$ cat src/rtl/sbqm.sv
// sbqm: single-bank queue manager; counts people between entry/exit cells.
// Ports: Clk/Reset, SenseIn/SenseOut (active-low), TellerCount in; PeopleCount, flags, WaitTime out.
module sbqm #(
  parameter int MAX_COUNT    = 7,
  parameter int SERVICE_TIME = 3
) (
  input  logic       Clk,
  input  logic       Reset,
  input  logic       SenseIn,
  input  logic       SenseOut,
  input  logic [1:0] TellerCount,
  output logic [2:0] PeopleCount,
  output logic       FullFlag,
  output logic       EmptyFlag,
  output logic [4:0] WaitTime
);

  localparam logic [2:0] MaxCnt = 3'(MAX_COUNT);

  logic [2:0] count_q, count_d;
  logic       full_q, full_d;
  logic       empty_q, empty_d;
  logic       prev_in_q, prev_in_d;
  logic       prev_out_q, prev_out_d;
  logic       arrive, depart;

  // A sensor event is the 1->0 transition of the beam.
  assign arrive = prev_in_q & ~SenseIn;
  assign depart = prev_out_q & ~SenseOut;

  always_comb begin
    count_d    = count_q;
    prev_in_d  = SenseIn;
    prev_out_d = SenseOut;
    unique case ({arrive, depart})
      2'b10: if (count_q != MaxCnt) count_d = count_q + 3'd1;
      2'b01: if (count_q != 3'd0) count_d = count_q - 3'd1;
      default: count_d = count_q;
    endcase
    full_d  = (count_d == MaxCnt);
    empty_d = (count_d == 3'd0);
  end

  always_ff @(posedge Clk) begin
    if (Reset) begin
      count_q    <= 3'd0;
      full_q     <= 1'b0;
      empty_q    <= 1'b1;
      prev_in_q  <= 1'b1;
      prev_out_q <= 1'b1;
    end else begin
      count_q    <= count_d;
      full_q     <= full_d;
      empty_q    <= empty_d;
      prev_in_q  <= prev_in_d;
      prev_out_q <= prev_out_d;
    end
  end

  // Wait estimate: ceil-style SERVICE_TIME*(P+T-1)/T; dividers are small constants.
  logic [1:0] t_eff;
  logic [9:0] num;
  logic [9:0] quo;

  always_comb begin
    t_eff = (TellerCount == 2'd0) ? 2'd1 : TellerCount;
    num   = 10'(SERVICE_TIME) * ({7'd0, count_q} + {8'd0, t_eff} - 10'd1);
    quo   = num;
    unique case (t_eff)
      2'd2:    quo = num >> 1;
      2'd3:    quo = num / 10'd3;
      default: quo = num;
    endcase
    if (count_q == 3'd0) quo = 10'd0;
  end

  assign PeopleCount = count_q;
  assign FullFlag    = full_q;
  assign EmptyFlag   = empty_q;
  assign WaitTime    = quo[4:0];

endmodule

$ cat config.mk
export PLATFORM = sky130hd
export DESIGN_NAME = sbqm
export DESIGN_NICKNAME = d
export VERILOG_FILES = /design/src/rtl/sbqm.sv
export SDC_FILE = /design/constraint.sdc
export NUM_CORES = 1
export LEC_CHECK = 0
export CAP_MARGIN = 25
export CORE_AREA = 4 4 99 54
export CTS_CLUSTER_DIAMETER = 100
export DETAILED_ROUTE_END_ITERATION = 8
export DIE_AREA = 0 0 103 58
export PLACE_DENSITY = 0.64
export SLEW_MARGIN = 20
export SYNTH_ARGS = -nofsm -noshare
export SYNTH_HDL_FRONTEND = slang
export SYNTH_SLANG_ARGS = --single-unit
$ cat constraint.sdc
create_clock -name Clk -period 9.1 [get_ports Clk]
set_clock_uncertainty 0.2 [all_clocks]
set_input_delay 1.365 -clock Clk [delete_from_list [all_inputs] [get_ports Clk]]
set_output_delay 1.365 -clock Clk [all_outputs]
set_load 0.05 [all_outputs]
**Word level (Yosys, flattened, before mapping)**

Index checks and enable logic that the tools add are counted.

- Bits in registers: 7
- Word-level logic and storage cells: 31

- Bitwise operators: 4
- Divide/modulo/power cells: 1
- Equal/unequal tests: 6
- Add/subtract/negate cells: 4
- Multiplexer cells: 6
- $mul: 1
- Reduce and logical (&&, ||, !) cells: 4

Operators with widths:

| operator | number |
|---|---|
| $div 10x2->10 const B | 1 |
| $pmux 5 s2 | 1 |
| $mul 3x5->8 const A | 1 |
| $eq 2x2->1 const B | 3 |
| $logic_not 3->1 | 2 |
| $mux 3 | 2 |
| $pmux 3 s2 | 1 |
| $mux 5 | 1 |
| $sub 4x1->5 const B | 1 |
| $add 3x2->4 | 1 |
| $add 3x1->3 const B | 1 |
| $eq 3x3->1 const B | 1 |
| $ne 3x3->1 const B | 1 |
| $reduce_bool 3->1 | 1 |
| $sub 3x1->3 const B | 1 |
| $and 1x1->1 | 2 |
| $eq 2x1->1 const B | 1 |
| $logic_not 2->1 | 1 |
| $mux 2 | 1 |
| $not 1->1 | 2 |

**Longest topological paths before layout**

Gate-level depths: netlist (run 1).

- Depth after elaboration: 8
- Mapped depth: 27
- Depth with buffers taken out: 24

**Worst setup path before layout (run 1)**

No wires, ideal clock.

- Path type: input port to output port
- Start point: in TellerCount[1]
- End point: out WaitTime[0]
- Path slack: 1141 ps
- Cell stages on the path: 24
- Arrival time: 6394 ps
- Data required time: 7535 ps
- Path buffers: 1
- Path through: clkbuf_8 -> inv_1 -> nor2_1 -> ha_1 -> inv_1 -> ha_1 -> inv_1 -> fa_1 -> ha_1 -> ha_1 -> inv_1 -> fa_1 -> or3_1 -> a311o_1 -> and4_1 -> a311oi_2 -> nor2_1 -> mux2_2 -> ha_1 -> nand4_1 -> nor3b_1 -> and3_1 -> nor4b_1 -> o21a_1

- Cells in the longest elaborated chain, start to end: 8
- Elaborated cells between the ends (all ways): 10

Ends and longest elaborated chain:

| what | line | text |
|---|---|---|
| from (decl) | 11 | `input logic [1:0] TellerCount,` |
| $logic_not 2->1 | 66 | `t_eff = (TellerCount == 2'd0) ? 2'd1 : TellerCount;` |
| $mux 2 (*) | 66 |  |
| $add 3x2->4 | 67 | `num = 10'(SERVICE_TIME) * ({7'd0, count_q} + {8'd0, t_eff} - 10'd1);` |
| $sub 4x1->5 | 67 |  |
| $mul 3x5->8 | 67 |  |
| $div 10x2->10 | 71 | `2'd3: quo = num / 10'd3;` |
| $pmux 5 s2 (*) | 69 | `unique case (t_eff)` |
| $mux 5 (*) | 74 | `if (count_q == 3'd0) quo = 10'd0;` |
| to (decl) | 15 | `output logic [4:0] WaitTime` |

Mark *: on every way between the ends. The rest lies on a longest branch, timed or not.

**Worst setup path in the final report (run 1)**

Ends and elaborated chain as after synthesis.

==> flow_summary_export.csv, run 1 <==
group,metric,value,unit
status,outcome,"finished, final reports clean",
global_routing,grt.overflow.total,0,
timing,fin_crit_sh,0.951,
setup_path,slowest_stage,"clkdlybuf4s50_1",
final_layout,fin_area,0.00196,mm²
synth,syn_nets,256,
drt,ant_nets,0,
floorplanning,initial_utilization,0.395,
synth,synth-edff-count,0,
final_layout,area_growth,13.1,%
global_routing,gr-usage-all-layers,0.151,
setup_path,critical_path_class,"in -> out",
placed_design,dpl.hpwl,3200,µm
placed_design,dpl-instance-area,0.00191,mm²
global_routing,grt_pass1_wl,7610,µm
timing,setup_viol,0,
placed_design,place_inst,292,
cts,numCtsBuffers,3,
setup_path,critPathTopFamily,"adder cells",
synth,synth_async_sr_flop_share,0,
power_and_ir_drop,power_leakage,0.781,nW
final_layout,utilization,0.447,
timing,finalSetupTns,0,ps
synth,synth_top_area_share,0.137,
cts,hold_buffers,0,
timing,hold_viol_final,0,
global_routing,grt_pass1_vias,1662,
drt,drc,0,
power_and_ir_drop,ir_drop,115,µV
global_routing,antenna_found_initial,0,
final_layout,drive_gt1_frac,0.151,
setup_path,cp_max_fo,14,
setup_path,crit_arrival,7090,ps
power_and_ir_drop,totalPowerFinal,0.292,mW
synth,ys_ff_latch,7,
min_path,hold_path_class,"reg -> reg",
floorplanning,rows,17,
floorplanning,core_area,0.00438,mm²
synth,synth_seq_area_share,0.0810,
cts,cts.sinks,7,
final_layout,diodes,0,
setup_path,end_kind,"output port",
cts,clockBufferDepth,2,
timing,slew_headroom,0.427,
setup_path,crit_buf_inv,7,
setup_path,slowest_delay,470,ps
placed_design,gp_routability_congestion,0.881,
synth,yosys_warnings,0,
drt,wirelength,4340,µm
final_layout,final_cells,296,
drt,num_vias,1729,
cts,clock-root-buffer,"clkbuf_8",
timing,finalMaxSlewViolations,0,
timing,rsz0062_at_grt,"no",
synth,syn_avg_cell_area,7.59,µm²
drt,drt_iter0_drc,67,
final_layout,multi_input_area,0.00142,mm²
timing,fmax,116,MHz
final_layout,fin_nets,268,
drt,via_per_inst,5.84,
floorplanning,die-area,0.00597,mm²
cts,clk_pin_slew,40,ps
floorplanning,die_height,58,µm
synth,syn-instance-count,228,
floorplanning,io_pins,16,
cts,cts_max_level,1,
final_layout,regArea,140,µm²
job,cap_violations,0,
setup_path,startpoint_type,"primary input",
timing,period_minus_slack,8650,ps
synth,ys_dominant_reg_cell,"dfxtp_1",
drt,drt-wirelength-per-cell,14.7,µm
global_routing,grt_max_degree,26,
cts,cts_tree,"yes",
placed_design,port_buffers,15,
timing,tightestPinTransition,859,ps
synth,yosys.area.top_type,"ha_1",
synth,synth.cell_area,0.00173,mm²
synth,synth.area.top_cells,"ha_1 14%, dfxtp_1 8.1%, o21ai_0 5.2%",
drt,dr.pass1.iters,5,
synth,synthDistinctLibCells,68,
final_layout,fillers,442,
floorplanning,die_w,103,µm
cts,clk_latency,230,ps
setup_path,cp.required,7540,ps
power_and_ir_drop,p_per_area,149,mW/mm²
==> Yosys cell counts, drive strengths merged (3+ instances only) <==
library cell and instances:
nand3 3, and3 5, a2111oi 4, mux2i 4, clkbuf 6, a31oi 3
xnor2 4, dfxtp 7, nand3b 3, fa 3, nand2b 8, inv 21
nand2 15, a311oi 3, o21ai 21, nor2 16, o32ai 4, ha 19
a21oi 11, a211oi 5, or2 3, nor2b 7, o22ai 4, buf 8
nor4b 3, a21o 3
==> worst paths after layout <==
kind                                           startpoint  cells past startpoint  slack [ps]                         to
worst max-delay path                       TellerCount[1]                     25         450                WaitTime[0]
worst min register to register  PeopleCount[1]$_SDFF_PP0_                      3         490  PeopleCount[1]$_SDFF_PP0_
worst min-delay path            PeopleCount[1]$_SDFF_PP0_                      3         490  PeopleCount[1]$_SDFF_PP0_
worst max register to register  PeopleCount[0]$_SDFF_PP0_                      9        6970        FullFlag$_SDFF_PP0_
==> worst reg2reg max path, cell delays in order, from the launching register on <==
cell and delay (ps):
dfxtp_1 420, inv_1 140, ha_1 250, or3b_2 430
o21ai_0 110, nand2_1 80, a21oi_1 110, o21ai_0 90
inv_1 100, and3_1 150
==> placed cells by master, fill, tap and decap left out, types with 5 or more instances in the layout <==
cell type,synthesis,routed
inv_1,19,19
ha_1,19,19
o21ai_0,18,18
nor2_1,15,15
nand2_1,15,15
clkdlybuf4s50_1,0,13
a21oi_1,10,10
dfxtp_1,7,7
buf_4,2,7
nor2b_1,6,6
nand2b_1,6,6
a211oi_1,5,5
==> sequential cells by signal (all words and copies together), names as in the netlist <==
| register | cells |
|---|---|
| EmptyFlag | 1 |
| FullFlag | 1 |
| PeopleCount | 3 |
| prev_in_q | 1 |
| prev_out_q | 1 |
==> cells by family after synthesis <==
family                     count (synthesis)  synth area share
DFF                                        7            0.0810
adders and majority gates                 22             0.172
muxes                                      5            0.0296
buffers and inverters                     35             0.101
AOI/OAI and AO/OA                         77             0.328
xor gates and xnor gates                   5            0.0297
and+or+nand+nor                           77             0.260
==> area by class of cell <==
type	instances	share of cell area
multi-input cells	186	0.725
repair buffers	21	0.104
flip-flops and latches	7	0.0716
inverters	21	0.0403
well taps	57	0.0364
clock buffers	4	0.0230
==> layer usage <==
metal / vias to the layer above / track usage / share of wire
met5: - / 0 / 0
met4: 0 / 0.0295 / 0.0071
met3: 4 / 0.0144 / 0.033
met2: 41 / 0.257 / 0.47
met1: 810 / 0.209 / 0.49
li1: 874 / - / -
==> stage by stage <==
| step | hold WS (ps) | setup WS [ps] |
|---|---|---|
| finish | 494 | 446 |
| global route | 588 | 106 |
| CTS | 501 | 332 |
| detailed placement | 494 | 343 |
| global placement | 492 | 514 |
| floorplan | 618 | 1140 |
==> where the power goes <==
| part | switching, mW | internal (mW) | leakage (nW) |
|---|---|---|---|
| clock | 0.0129 | 0.0303 | 0.0228 |
| sequential | 0.00109 | 0.0323 | 0.0573 |
| combinational | 0.127 | 0.0886 | 0.701 |
==> repair_timing <==
item	CTS	global route
resized for setup	0	1
buffers inserted	0	0
endpoints found under the setup margin	0	1
Note: power is estimated with default switching activity, not from simulation.
==> inputs of run 2 (changes only) <==
- clock period: 9.1 -> 8.9 ns (I/O delays scaled with it)
==> run 2 against run 1 <==
First-iteration DRC count shrank 16%. Worst hold slack gained 6.8 ps. Clock power grew 3%.
==> flow_summary_export.csv, run 2 (same netlist as run 1, synthesis figures left out) <==
group,metric,value,unit
status,outcome,"finished, final reports clean",
global_routing,grt_max_degree,26,
setup_path,slowest_stage,"clkdlybuf4s50_1",
cts,cts_tree,"yes",
cts,numCtsBuffers,3,
setup_path,worstReg2RegEnd,"FullFlag$_SDFF_PP0_",
final_layout,fin_nets,271,
power_and_ir_drop,p_switching,0.146,mW
global_routing,grt_pass1_vias,1568,
global_routing,grt_pass1_wl,7550,µm
drt,drt_iter0_drc,56,
setup_path,cp_max_fo,11,
power_and_ir_drop,power_frac_comb,0.740,
global_routing,grt.overflow.total,0,
power_and_ir_drop,totalPowerFinal,0.302,mW
drt,drt-wirelength-per-cell,14.5,µm
min_path,hold_path_end,"PeopleCount[1]$_SDFF_PP0_",
cts,clockBufferDepth,2,
final_layout,largest_register_ffs,3,
floorplanning,io_pins,16,
final_layout,diodes,0,
timing,timing.hold.ws,501,ps
final_layout,drive_gt1_frac,0.161,
power_and_ir_drop,p_clk_frac,0.146,
drt,drc,0,
setup_path,startpoint_type,"primary input",
timing,fmax,117,MHz
min_path,hold_depth,3,
setup_path,r2r_slack,6760,ps
min_path,hold_path_class,"reg -> reg",
placed_design,dpl.hpwl,3240,µm
global_routing,grt-busiest-layer,"met2",
placed_design,port_buffers,15,
cts,clock-root-buffer,"clkbuf_8",
cts,hold_buffers,0,
setup_path,critPathTopFamily,"adder cells",
global_routing,grtUsageMet3,0.0168,
timing,finalSetupTns,0,ps
final_layout,multi_input_area,0.00142,mm²
timing,fin_crit_sh,0.959,
cts,clk_latency,220,ps
timing,setup_viol,0,
final_layout,area_growth,14.5,%
final_layout,fin_area,0.00198,mm²
power_and_ir_drop,ir_drop,121,µV
drt,num_vias,1768,
power_and_ir_drop,power_leakage,0.794,nW
final_layout,fillers,423,
floorplanning,die_height,58,µm
floorplanning,initial_utilization,0.395,
setup_path,critical_path_class,"in -> out",
floorplanning,die-area,0.00597,mm²
setup_path,crit_arrival,7000,ps
timing,slew_headroom,0.439,
setup_path,reg2reg_depth,9,
power_and_ir_drop,p_int,0.157,mW
drt,via_per_inst,5.91,
global_routing,gr-usage-all-layers,0.151,
final_layout,mostFrequentLayoutCells,"19 x inv_1, 19 x ha_1, 18 x o21ai_0",
drt,ant_nets,0,
global_routing,use_met2,0.251,
setup_path,slowest_delay,480,ps
timing,period_minus_slack,8540,ps
setup_path,cp.depth,25,
floorplanning,die_w,103,µm
timing,finalMaxSlewViolations,0,
power_and_ir_drop,pwr-share-seq,0.113,
floorplanning,core_area,0.00438,mm²
power_and_ir_drop,switching_share,0.482,
placed_design,gp_routability_congestion,0.877,
drt,dr.pass1.iters,4,
floorplanning,rows,17,
drt,wirelength,4340,µm
power_and_ir_drop,p_per_area,152,mW/mm²
global_routing,met1_usage,0.217,
timing,hold_viol_final,0,
placed_design,dpl-instance-area,0.00191,mm²
setup_path,r2r-start,"PeopleCount[0]$_SDFF_PP0_",
cts,cts_max_level,1,
setup_path,crit_buf_inv,6,
global_routing,antenna_found_initial,0,
timing,tightestPinTransition,841,ps
min_path,hold_start,"PeopleCount[1]$_SDFF_PP0_",
setup_path,cp_common_cell,"ha_1",
setup_path,end_kind,"output port",
cts,clk_pin_slew,40,ps
cts,cts.sinks,7,
job,cap_violations,0,
setup_path,cp.required,7360,ps
final_layout,regArea,140,µm²
-- run 2: worst register-to-register path, cell delays in order (launching register included) --
cell	delay, ps
dfxtp_1	430
inv_1	150
ha_1	240
or3b_2	430
o21ai_0	120
nand2_1	80
a21oi_1	110
o21ai_0	80
inv_1	100
and3_1	140
-- run 2: power by group through the flow --
stage | combinational, mW | clock, mW | sequential (mW)
CTS | 0.217 | 0.0451 | 0.0341
global route | 0.247 | 0.0478 | 0.0343
global placement | 0.214 | 0 | 0.0346
detailed placement | 0.215 | 0 | 0.0346
finish | 0.224 | 0.0442 | 0.0342
floorplan | 0.166 | 0 | 0.0380
-- run 2: layer usage --
metal | share of wire | routed length [µm]
met1 | 0.46 | 1980
met2 | 0.49 | 2110
met3 | 0.057 | 246
met4 | 0 | 0
met5 | 0 | 0
-- run 2: area by class of cell --
cell class / instances / share of cell area
clock buffer: 4 / 0.0227
inverter: 21 / 0.0398
multi-input combinational: 186 / 0.717
sequential: 7 / 0.0707
tap: 57 / 0.0360
timing repair buffer: 24 / 0.114
-- run 2: worst max-delay path by stage --
stage,endpoint,slack [ps],start
after floorplan,WaitTime[0],1000,TellerCount[1]
after global placement,WaitTime[0],370,TellerCount[1]
after detailed placement,WaitTime[0],210,TellerCount[1]
after CTS,WaitTime[0],180,TellerCount[1]
after global routing,WaitTime[0],-9,TellerCount[1]
final,WaitTime[0],360,TellerCount[1]
-- run 2: metrics by stage --
step	instances	setup WS (ps)	utilization
global route	299	-9.13	0.452
floorplan	228	1000	-
finish	299	362	0.452
CTS	296	185	0.446
detailed placement	292	207	0.436
global placement	292	374	0.436
-- run 2: what timing repair did --
item | CTS | global route
gates resized for setup | 0 | 3
setup buffers | 0 | 3
endpoints found under the setup margin | 0 | 1
